$ cat config.mk
export PLATFORM = sky130hd
export DESIGN_NAME = cs_avg_out_buffer
export DESIGN_NICKNAME = d
export VERILOG_FILES = /design/src/rtl/cs_pkg.sv /design/src/rtl/cs_sync_fifo.sv /design/src/rtl/cs_avg_out_buffer.sv
export SDC_FILE = /design/constraint.sdc
export NUM_CORES = 1
export LEC_CHECK = 0
export ABC_CLOCK_PERIOD_IN_PS = 5590
export CORE_UTILIZATION = 55
export CTS_CLUSTER_DIAMETER = 30
export CTS_CLUSTER_SIZE = 24
export DETAILED_ROUTE_END_ITERATION = 6
export PLACE_DENSITY = 0.75
export SETUP_SLACK_MARGIN = 0.2
export SLEW_MARGIN = 25
export SYNTH_ARGS = -nofsm -noshare
export SYNTH_HDL_FRONTEND = slang
export SYNTH_HIERARCHICAL = 1
export SYNTH_SLANG_ARGS = --single-unit
$ cat constraint.sdc
create_clock -name clk -period 5.59 [get_ports clk]
set_input_delay 0.8385 -clock clk [delete_from_list [all_inputs] [get_ports clk]]
set_output_delay 0.8385 -clock clk [all_outputs]
set_load 0.1 [all_outputs]
$ cat src/rtl/cs_pkg.sv
// Shared definitions for the windowed-average (CS) datapath and its output stage.
package cs_pkg;

    localparam int SAMPLE_W = 8;
    localparam int AVG_W    = 10;
    localparam int WINDOW   = 9;

    typedef logic [AVG_W-1:0] avg_t;

    // Ceiling log2 for elaboration-time sizing; returns 0 for v <= 1.
    function automatic int cs_log2(input int v);
        int r;
        r = 0;
        while ((32'sd1 <<< r) < v) begin
            r = r + 1;
        end
        return r;
    endfunction

endpackage

$ cat src/rtl/cs_sync_fifo.sv
// First-word-fall-through synchronous FIFO; occupancy is tracked explicitly so
// full/empty never rely on pointer equality.
module cs_sync_fifo
    import cs_pkg::*;
#(
    parameter int DW    = AVG_W,
    parameter int DEPTH = 8,
    parameter int LVL_W = cs_log2(DEPTH) + 1
) (
    input  logic             clk,
    input  logic             reset,
    input  logic             push,
    input  logic             pop,
    input  logic [DW-1:0]    din,
    output logic [DW-1:0]    dout,
    output logic [LVL_W-1:0] level,
    output logic             full,
    output logic             empty
);

    localparam int AW = cs_log2(DEPTH);

    logic [DW-1:0]    mem_r [DEPTH];
    logic [AW-1:0]    wr_ptr_r;
    logic [AW-1:0]    rd_ptr_r;
    logic [LVL_W-1:0] level_r;
    logic             full_s;
    logic             empty_s;
    logic             push_ok_s;
    logic             pop_ok_s;

    // Status decode and guarded push/pop qualification.
    always_comb begin
        full_s    = (level_r == LVL_W'(DEPTH));
        empty_s   = (level_r == {LVL_W{1'b0}});
        push_ok_s = push & (~full_s | pop);
        pop_ok_s  = pop & ~empty_s;
    end

    // Storage, pointer and occupancy registers.
    always_ff @(posedge clk) begin
        if (reset) begin
            for (int i = 0; i < DEPTH; i++) begin
                mem_r[i] <= {DW{1'b0}};
            end
            wr_ptr_r <= {AW{1'b0}};
            rd_ptr_r <= {AW{1'b0}};
            level_r  <= {LVL_W{1'b0}};
        end else begin
            if (push_ok_s) begin
                mem_r[wr_ptr_r] <= din;
                wr_ptr_r        <= wr_ptr_r + AW'(1);
            end
            if (pop_ok_s) begin
                rd_ptr_r <= rd_ptr_r + AW'(1);
            end
            case ({push_ok_s, pop_ok_s})
                2'b10:   level_r <= level_r + LVL_W'(1);
                2'b01:   level_r <= level_r - LVL_W'(1);
                default: level_r <= level_r;
            endcase
        end
    end

    assign dout  = mem_r[rd_ptr_r];
    assign level = level_r;
    assign full  = full_s;
    assign empty = empty_s;

endmodule

$ cat src/rtl/cs_avg_out_buffer.sv
// Output stage of the CS averager: discards warm-up results, buffers valid ones
// and exposes them over valid/ready with sticky overflow and drop accounting.
module cs_avg_out_buffer
    import cs_pkg::*;
#(
    parameter int AVG_W  = cs_pkg::AVG_W,
    parameter int WARMUP = WINDOW,
    parameter int DEPTH  = 8,
    parameter int DROP_W = 8,
    parameter int LVL_W  = cs_log2(DEPTH) + 1
) (
    input  logic              clk,
    input  logic              reset,
    input  logic [AVG_W-1:0]  Y,
    input  logic              y_en,
    output logic [AVG_W-1:0]  out_data,
    output logic              out_valid,
    input  logic              out_ready,
    output logic [LVL_W-1:0]  level,
    output logic              warm,
    output logic              overflow,
    output logic [DROP_W-1:0] drop_cnt,
    input  logic              clr_ovf
);

    localparam int CNT_W = cs_log2(WARMUP + 1);

    logic [CNT_W-1:0]  warm_cnt_r;
    logic              warm_r;
    logic              overflow_r;
    logic [DROP_W-1:0] drop_cnt_r;
    logic              push_req_s;
    logic              pop_s;
    logic              drop_s;
    logic              fifo_push_s;
    logic              full_s;
    logic              empty_s;

    // A drop only happens when full and the head is not leaving this cycle.
    always_comb begin
        push_req_s  = y_en & warm_r;
        pop_s       = ~empty_s & out_ready;
        drop_s      = push_req_s & full_s & ~pop_s;
        fifo_push_s = push_req_s & ~drop_s;
    end

    cs_sync_fifo #(
        .DW    (AVG_W),
        .DEPTH (DEPTH),
        .LVL_W (LVL_W)
    ) u_fifo (
        .clk   (clk),
        .reset (reset),
        .push  (fifo_push_s),
        .pop   (pop_s),
        .din   (Y),
        .dout  (out_data),
        .level (level),
        .full  (full_s),
        .empty (empty_s)
    );

    // Warm-up counter: the first WARMUP strobes after reset are discarded.
    always_ff @(posedge clk) begin
        if (reset) begin
            warm_cnt_r <= {CNT_W{1'b0}};
            warm_r     <= 1'b0;
        end else if (y_en && !warm_r) begin
            warm_cnt_r <= warm_cnt_r + CNT_W'(1);
            if (warm_cnt_r == CNT_W'(WARMUP - 1)) begin
                warm_r <= 1'b1;
            end
        end
    end

    // Sticky overflow and saturating drop counter; a same-cycle drop beats clear.
    always_ff @(posedge clk) begin
        if (reset) begin
            overflow_r <= 1'b0;
            drop_cnt_r <= {DROP_W{1'b0}};
        end else if (drop_s) begin
            overflow_r <= 1'b1;
            if (clr_ovf) begin
                drop_cnt_r <= DROP_W'(1);
            end else if (drop_cnt_r != {DROP_W{1'b1}}) begin
                drop_cnt_r <= drop_cnt_r + DROP_W'(1);
            end
        end else if (clr_ovf) begin
            overflow_r <= 1'b0;
            drop_cnt_r <= {DROP_W{1'b0}};
        end
    end

    assign out_valid = ~empty_s;
    assign warm      = warm_r;
    assign overflow  = overflow_r;
    assign drop_cnt  = drop_cnt_r;

endmodule

== Yosys cells after proc, flatten, opt, wreduce, memory -nomap -nowiden ==
Memory sizes are Yosys's and may differ from the RTL's. A register that Yosys moved wholly into a read port is not among the register bits.
Cells that the tools add are included.

* Memories kept: 1
* Word-level logic and storage cells: 57
* Bits in registers: 24
* RAM bits: 80
* Output and inout bits: 25

{| class="wikitable"
|+ Memory list
! name !! depth !! width !! read ports !! clocked after memory_dff !! wr ports !! line !! source
|-
| u_fifo.mem_r || 8 || 10 || 1 || 1 || 8 || cs_sync_fifo.sv:23 || <nowiki>logic [DW-1:0] mem_r [DEPTH];</nowiki>
|}

* Bitwise logic cells: 12
* Reductions and logical operators: 9
* Add/subtract/negate cells: 6
* Muxes and demuxes: 17
* Equality and inequality tests: 5

{| class="wikitable"
|+ Operators by type and width
! operator !! count
|-
| 2-to-1 mux 8 bit || 4
|-
| 2-to-1 mux 10 bit || 1
|-
| OR reduction 10 bit || 1
|-
| 2-to-1 mux 3 bit || 3
|-
| adder 4 x 1 -> 4 bit (second input constant) || 2
|-
| adder 8 x 1 -> 8 bit (second input constant) || 1
|-
| equality test 4 bit (second input constant) || 2
|-
| 2-to-1 mux 1 bit || 8
|-
| != test 8 bit (second input constant) || 1
|-
| case mux 4 bit (2 select lines) || 1
|-
| AND 1 bit || 7
|-
| adder 3 x 1 -> 3 bit (second input constant) || 2
|-
| nonzero test 2 bit || 3
|-
| logical NOT 4 bit || 1
|-
| inverter 1 bit || 4
|-
| AND reduction 2 bit || 2
|-
| subtractor 4 x 1 -> 4 bit (second input constant) || 1
|-
| equality test 2 x 1 -> 1 bit (second input constant) || 1
|-
| equality test 2 bit (second input constant) || 1
|-
| logical AND 1 bit || 1
|-
| logical NOT 1 bit || 1
|-
| OR 1 bit || 1
|}

== Logic depth before layout (Yosys ltp) ==
* Depth in word-level cells: 13
* Gate-level depth with buffers: 12
* Gate-level depth less buffers: 12

== Modules after synthesis ==
Netlist, hierarchy kept.

{| class="wikitable"
|+ Modules (own cells, without submodules)
! module !! instances !! seq. area each (um2) !! area an instance (um2) !! cells each
|-
| cs_sync_fifo || 1 || 2662.6 || 4314.1 || 295
|-
| cs_avg_out_buffer || 1 || 280.3 || 758.2 || 88
|}

== Worst setup path after synthesis ==
No wires, ideal clock.

* Kind: flip-flop to flip-flop
* Start: register u_fifo.level_r[3], in the netlist u_fifo/level[3]
* End: register u_fifo.level_r[3], in the netlist u_fifo/level[3]
* Clock period less this slack: 3.368 ns
* Required time: 5.520 ns
* Setup time: 0.070 ns
* Stages on the path, launching flop included: 12
* Arrival: 3.298 ns
* Setup slack: 2.222 ns
* Cells stage by stage: dfxtp_1 > or4b_4 > inv_1 > a21oi_1 > o21a_4 > inv_1 > ha_1 > ha_1 > a21oi_1 > a21oi_1 > or4_1 > a21oi_1

{| class="wikitable"
|+ RTL lines
! what !! line !! source
|-
| from (decl) || cs_sync_fifo.sv:26 || <nowiki>logic [LVL_W-1:0] level_r;</nowiki>
|-
| from (signal assigned) || cs_sync_fifo.sv:48 || <nowiki>level_r <= {LVL_W{1'b0}};</nowiki>
|-
| from (signal assigned) || cs_sync_fifo.sv:58 || <nowiki>2'b10: level_r <= level_r + LVL_W'(1);</nowiki>
|-
| from (signal assigned) || cs_sync_fifo.sv:59 || <nowiki>2'b01: level_r <= level_r - LVL_W'(1);</nowiki>
|-
| equality test 4 bit (*) || cs_sync_fifo.sv:34 || <nowiki>full_s = (level_r == LVL_W'(DEPTH));</nowiki>
|-
| via full_s || cs_avg_out_buffer.sv:36 || <nowiki>logic full_s;</nowiki>
|-
| AND 1 bit (*) (2 in series) || cs_avg_out_buffer.sv:43 || <nowiki>drop_s = push_req_s & full_s & ~pop_s;</nowiki>
|-
| inverter 1 bit (*) || cs_avg_out_buffer.sv:44 || <nowiki>fifo_push_s = push_req_s & ~drop_s;</nowiki>
|-
| AND 1 bit (*) || cs_avg_out_buffer.sv:44 ||
|-
| via fifo_push_s || cs_avg_out_buffer.sv:35 || <nowiki>logic fifo_push_s;</nowiki>
|-
| AND 1 bit (*) || cs_sync_fifo.sv:36 || <nowiki>push_ok_s = push & (~full_s | pop);</nowiki>
|-
| equality test 2 x 1 -> 1 bit / equality test 2 bit (equally long branches) || cs_sync_fifo.sv:57 || <nowiki>case ({push_ok_s, pop_ok_s})</nowiki>
|-
| case mux 4 bit (2 select lines) / nonzero test 2 bit (equally long branches) || - ||
|}

Mark *: on every way through the listed nets, which the timed path passes. The rest lies on a longest branch.
A chain may end at the register's enable or synchronous reset.

== Worst setup path after layout ==
* Start: input y_en
* End: register u_fifo.level_r[3], in the netlist u_fifo/level[3]

* Longest elaborated chain between the ends: 8

{| class="wikitable"
|+ RTL lines
! what !! line !! source
|-
| from (decl) || cs_avg_out_buffer.sv:15 || <nowiki>input logic y_en,</nowiki>
|-
| AND 1 bit (*) || cs_avg_out_buffer.sv:41 || <nowiki>push_req_s = y_en & warm_r;</nowiki>
|-
| AND 1 bit (2 in series) || cs_avg_out_buffer.sv:43 ||
|-
| inverter 1 bit || cs_avg_out_buffer.sv:44 ||
|-
| AND 1 bit (*) || cs_avg_out_buffer.sv:44 ||
|-
| via fifo_push_s || cs_avg_out_buffer.sv:35 ||
|-
| AND 1 bit (*) || cs_sync_fifo.sv:36 ||
|-
| equality test 2 x 1 -> 1 bit / equality test 2 bit (equally long branches) || cs_sync_fifo.sv:57 ||
|-
| case mux 4 bit (2 select lines) / nonzero test 2 bit (equally long branches) || - ||
|-
| to (signal assigned) || cs_sync_fifo.sv:58 ||
|-
| to (signal assigned) || cs_sync_fifo.sv:59 ||
|-
| to (signal assigned) || cs_sync_fifo.sv:60 || <nowiki>default: level_r <= level_r;</nowiki>
|}

Marks and branches as above.

==> run summary <==
- clock tree buffer depth: 2
- switching power as a share of total power: 22.86%
- most used cell along the critical path: sky130_fd_sc_hd__a21oi_1
- Least-Margin Pin Slew: 0.9776 ns
- iteration count of the initial detailed-routing pass: 6
- worst slew margin relative to its limit: 34.62%
- number of flops mapped to enable cells by yosys: 80
- quantity of hold-fixing buffers added after cts: 0
- final std cells w/o fill: 526
- final worst setup slack: 1.755 ns
- placer congestion estimate: 0.7813
- first-pass GRT wire length: 16,750 µm
- number of nets in the synthesized netlist: 407
- destination of the worst hold path: overflow$_SDFFE_PP0P_
- Cells after Synth: 383
- signal arrival time at the worst endpoint: 4.13 ns
- starting density of the core: 57.60%
- post-synth cell types: 49
- type of element launching the critical path: input port
- reg-to-reg endpoint: u_fifo/level[3]$_SDFFE_PP0P_
- clock-pin slew reported for the worst setup and hold paths after clock tree synthesis: 0.10 ns
- worst reg2reg setup slack: 2.13 ns
- Via Count: 3,272
- Ys Warns: 6
- largest net degree at the start of global routing: 88
- number of nets in the finished design: 437
- CP peak stage delay: 0.63 ns
- power density normalized to cell area: 255.6 mW/mm²
- number of cells on the worst hold path: 2
- standard-cell row count: 34
- worst slack on hold paths: 0.4801 ns
- Worst Skew: 0.01246 ns
- post-synthesis instance area: 0.005072 mm²
- CTS tree: done
- class of the tightest hold or removal check: flop to flop
- total clock sinks: 107
- H-tree depth reported by CTS: 3
- # diodes: 0
- Die Height: 98.04 µm
- count of nets left with antenna violations after detail routing: 0
- utilization of the core after routing: 64.92%
- number of setup violations in the final report: 0
- status: complete, but fails checks
- maximum capacitance violations: 0
- fraction of final layout cells with drive strength greater than 1: 16.27%
- Core Region: 0.008806 mm²
- buffering stage count on the worst path with inverters included: 2
- pre-CTS setup slack: 1.395 ns
- portion of the post-synthesis area used by sequential elements: 58.02%
- number of remaining DRC errors: 4
- category of the worst setup path capture point: flop
- launch instance of the worst register-to-register path: u_fifo/level[1]$_SDFFE_PP0P_
- max frequency: 260.7 MHz
- hold path startpoint: overflow$_SDFFE_PP0P_
- unrepaired setup endpoints after global routing: false
- leak pwr: 2.267 nW
- gr usage total: 23.39%
- max-slew violation count: 0
- portion of total power attributed to sequential cells: 60.4%
- cell chain of the critical path: clkdlybuf4s50_1, nand2_1, a21oi_1, o21a_4, inv_1, ha_1, ha_1, a21oi_1, a21oi_1, or4_1, a21oi_1
- internal power: 1.127 mW
- number of vias per cell: 6.221
- cell taking the most area after synthesis: sky130_fd_sc_hd__edfxtp_1
- Data required, critical path: 5.89 ns
- cell class contributing the biggest share of worst-path delay: compound AO/OA/AOI/OAI gates
- boundary pin count: 40
- via count of the first global-routing pass: 3,204
- 1st-iter DRT viols: 193
- critical-path cell with the highest stage delay: sky130_fd_sc_hd__o21a_4
- cells resized by post-CTS repair: 0
- failing checks: DRC
- Clock Tree Root: sky130_fd_sc_hd__clkbuf_8
- count of placed standard cells including taps: 510
- Comb power frac: 5.6%
- Final Critical Period: 3.835 ns
- detail-routed net length per standard cell: 20.12 µm
- share of the cycle needed by the critical path after routing: 68.61%
- NetSw: 0.3340 mW
- worst-path maximum fanout: 87
- top cells by area, synth: sky130_fd_sc_hd__edfxtp_1 47%, sky130_fd_sc_hd__dfxtp_1 11%, sky130_fd_sc_hd__and3_1 10%, sky130_fd_sc_hd__mux4_2 8.9%, sky130_fd_sc_hd__mux2_2 2.2%
- prevailing post-synth register cell: sky130_fd_sc_hd__edfxtp_1
- wire length reported by the detailed router: 10,580 µm
- total CTS buffers: 9
- Worst Setup Path Type: input port to flop
- highest ir drop seen on vdd: 0.1638 mV
- area share of the largest cell type after synthesis: 47.36%
- ys async rst share: 0%
- clock insertion delay at the later pin of the skew report: 0.37 ns
- clock network power share: 34.0%
- Die Span X: 98.04 µm
- antenna violations before repair: 0
- depth of the worst register-to-register path: 11
- input/output buffers: 39
- area growth from synthesis to layout: 12.70%
- post-detail-place hpwl: 6821 µm
- Seq cells post-synth: 107
- final number of hold-violating endpoints: 0
- Post-Syn Area per Cell: 13.24 µm²
- grt total ovfl: 0
- buffers inserted by post-CTS timing repair: 0
- Total Die Area: 0.009611 mm²
- final setup TNS: 0 ns
## synth_stat cells (all sizes together), types with 5 or more instances
library cell and count:
a21oi 16, and3 83, buf 13, clkbuf 10, dfxtp 27, edfxtp 80
ha 8, inv 11, mux2 10, mux4 20, nand2 13, nand2b 5
nor2 26, or4 5, xor2 5
## worst max-delay path by stage
stage	start	end	slack, ns	depth (start not counted)
floorplan	u_fifo/level[3]$_SDFFE_PP0P_	u_fifo/level[3]$_SDFFE_PP0P_	2.22	11
global placement	y_en	u_fifo/level[3]$_SDFFE_PP0P_	1.57	11
detailed placement	y_en	u_fifo/level[3]$_SDFFE_PP0P_	1.39	11
CTS	flop	out_data[0]	1.60	3
global route	y_en	u_fifo/level[3]$_SDFFE_PP0P_	1.48	11
finish	y_en	u_fifo/level[3]$_SDFFE_PP0P_	1.75	11
## placed cells by master, fill, tap and decap left out, drive strengths merged, types with 5 or more instances in the layout
cell type	n
nand2	13
and3	83
mux2	10
or4	5
clkdlybuf4s50	39
ha	8
nor2	26
nand2b	5
inv	14
xor2	5
clkbuf	10
mux4	20
a21oi	16
dfxtp	27
edfxtp	80
## power by group through the flow
stage / clock (mW) / combinational (mW) / sequential [mW]
after floorplan: 0 / 0.0483 / 0.897
after global placement: 0 / 0.0807 / 0.899
after detailed placement: 0 / 0.0826 / 0.901
after CTS: 0.502 / 0.0828 / 0.883
after global routing: 0.535 / 0.0872 / 0.885
final: 0.496 / 0.0823 / 0.882
## state kept, by name (all words and copies together) (netlist names), named ones only
register,count
warm_cnt_r,4
u_fifo/wr_ptr_r,3
u_fifo/mem_r,80
overflow,1
warm,1
u_fifo/rd_ptr_r,3
u_fifo/level,4
drop_cnt,8
## area by class of cell
class	count	area, µm²
well taps	108	135.1
multi-input cells	242	1976
flip-flops and latches	107	2944
fillers	675	3089
inverters	11	41.29
repair buffers	42	412.9
clock buffers	10	137.6
clock inverters	6	70.07
## routing by layer
| metal | global-route usage [%] | part of all wire [%] |
|---|---|---|
| met4 | 8.042 | 1.8 |
| met5 | 0 | 0 |
| met2 | 40.68 | 51 |
| met3 | 4.080 | 5.7 |
| met1 | 29.63 | 41 |
## metrics by stage
| step | instance area, µm² | total power [mW] |
|---|---|---|
| floorplan | 5072 | 0.9448 |
| global placement | 5480 | 0.9794 |
| detailed placement | 5490 | 0.9834 |
| CTS | 5698 | 1.468 |
| global route | 5717 | 1.507 |
| finish | 5717 | 1.461 |
## worst register-to-register path: cells and delay by family, from the launching register on
kind                       cells  cell delay (ns)
buffers and inverters          1             0.19
adders and majority gates      2             0.61
DFF                            1             0.50
AOI/OAI and AO/OA              5             1.32
and+or+nand+nor                3             0.78
## logic make-up after synthesis
group                      after synthesis  synth area share [%]
DFF                                    107                 58.02
buffers and inverters                   34                 3.577
adders and majority gates                9                 2.368
AOI/OAI and AO/OA                       38                 5.057
and+or+nand+nor                        154                 17.93
muxes                                   32                 11.49
xor gates and xnor gates                 9                 1.554
No activity file was read; power rests on OpenSTA's default activity.
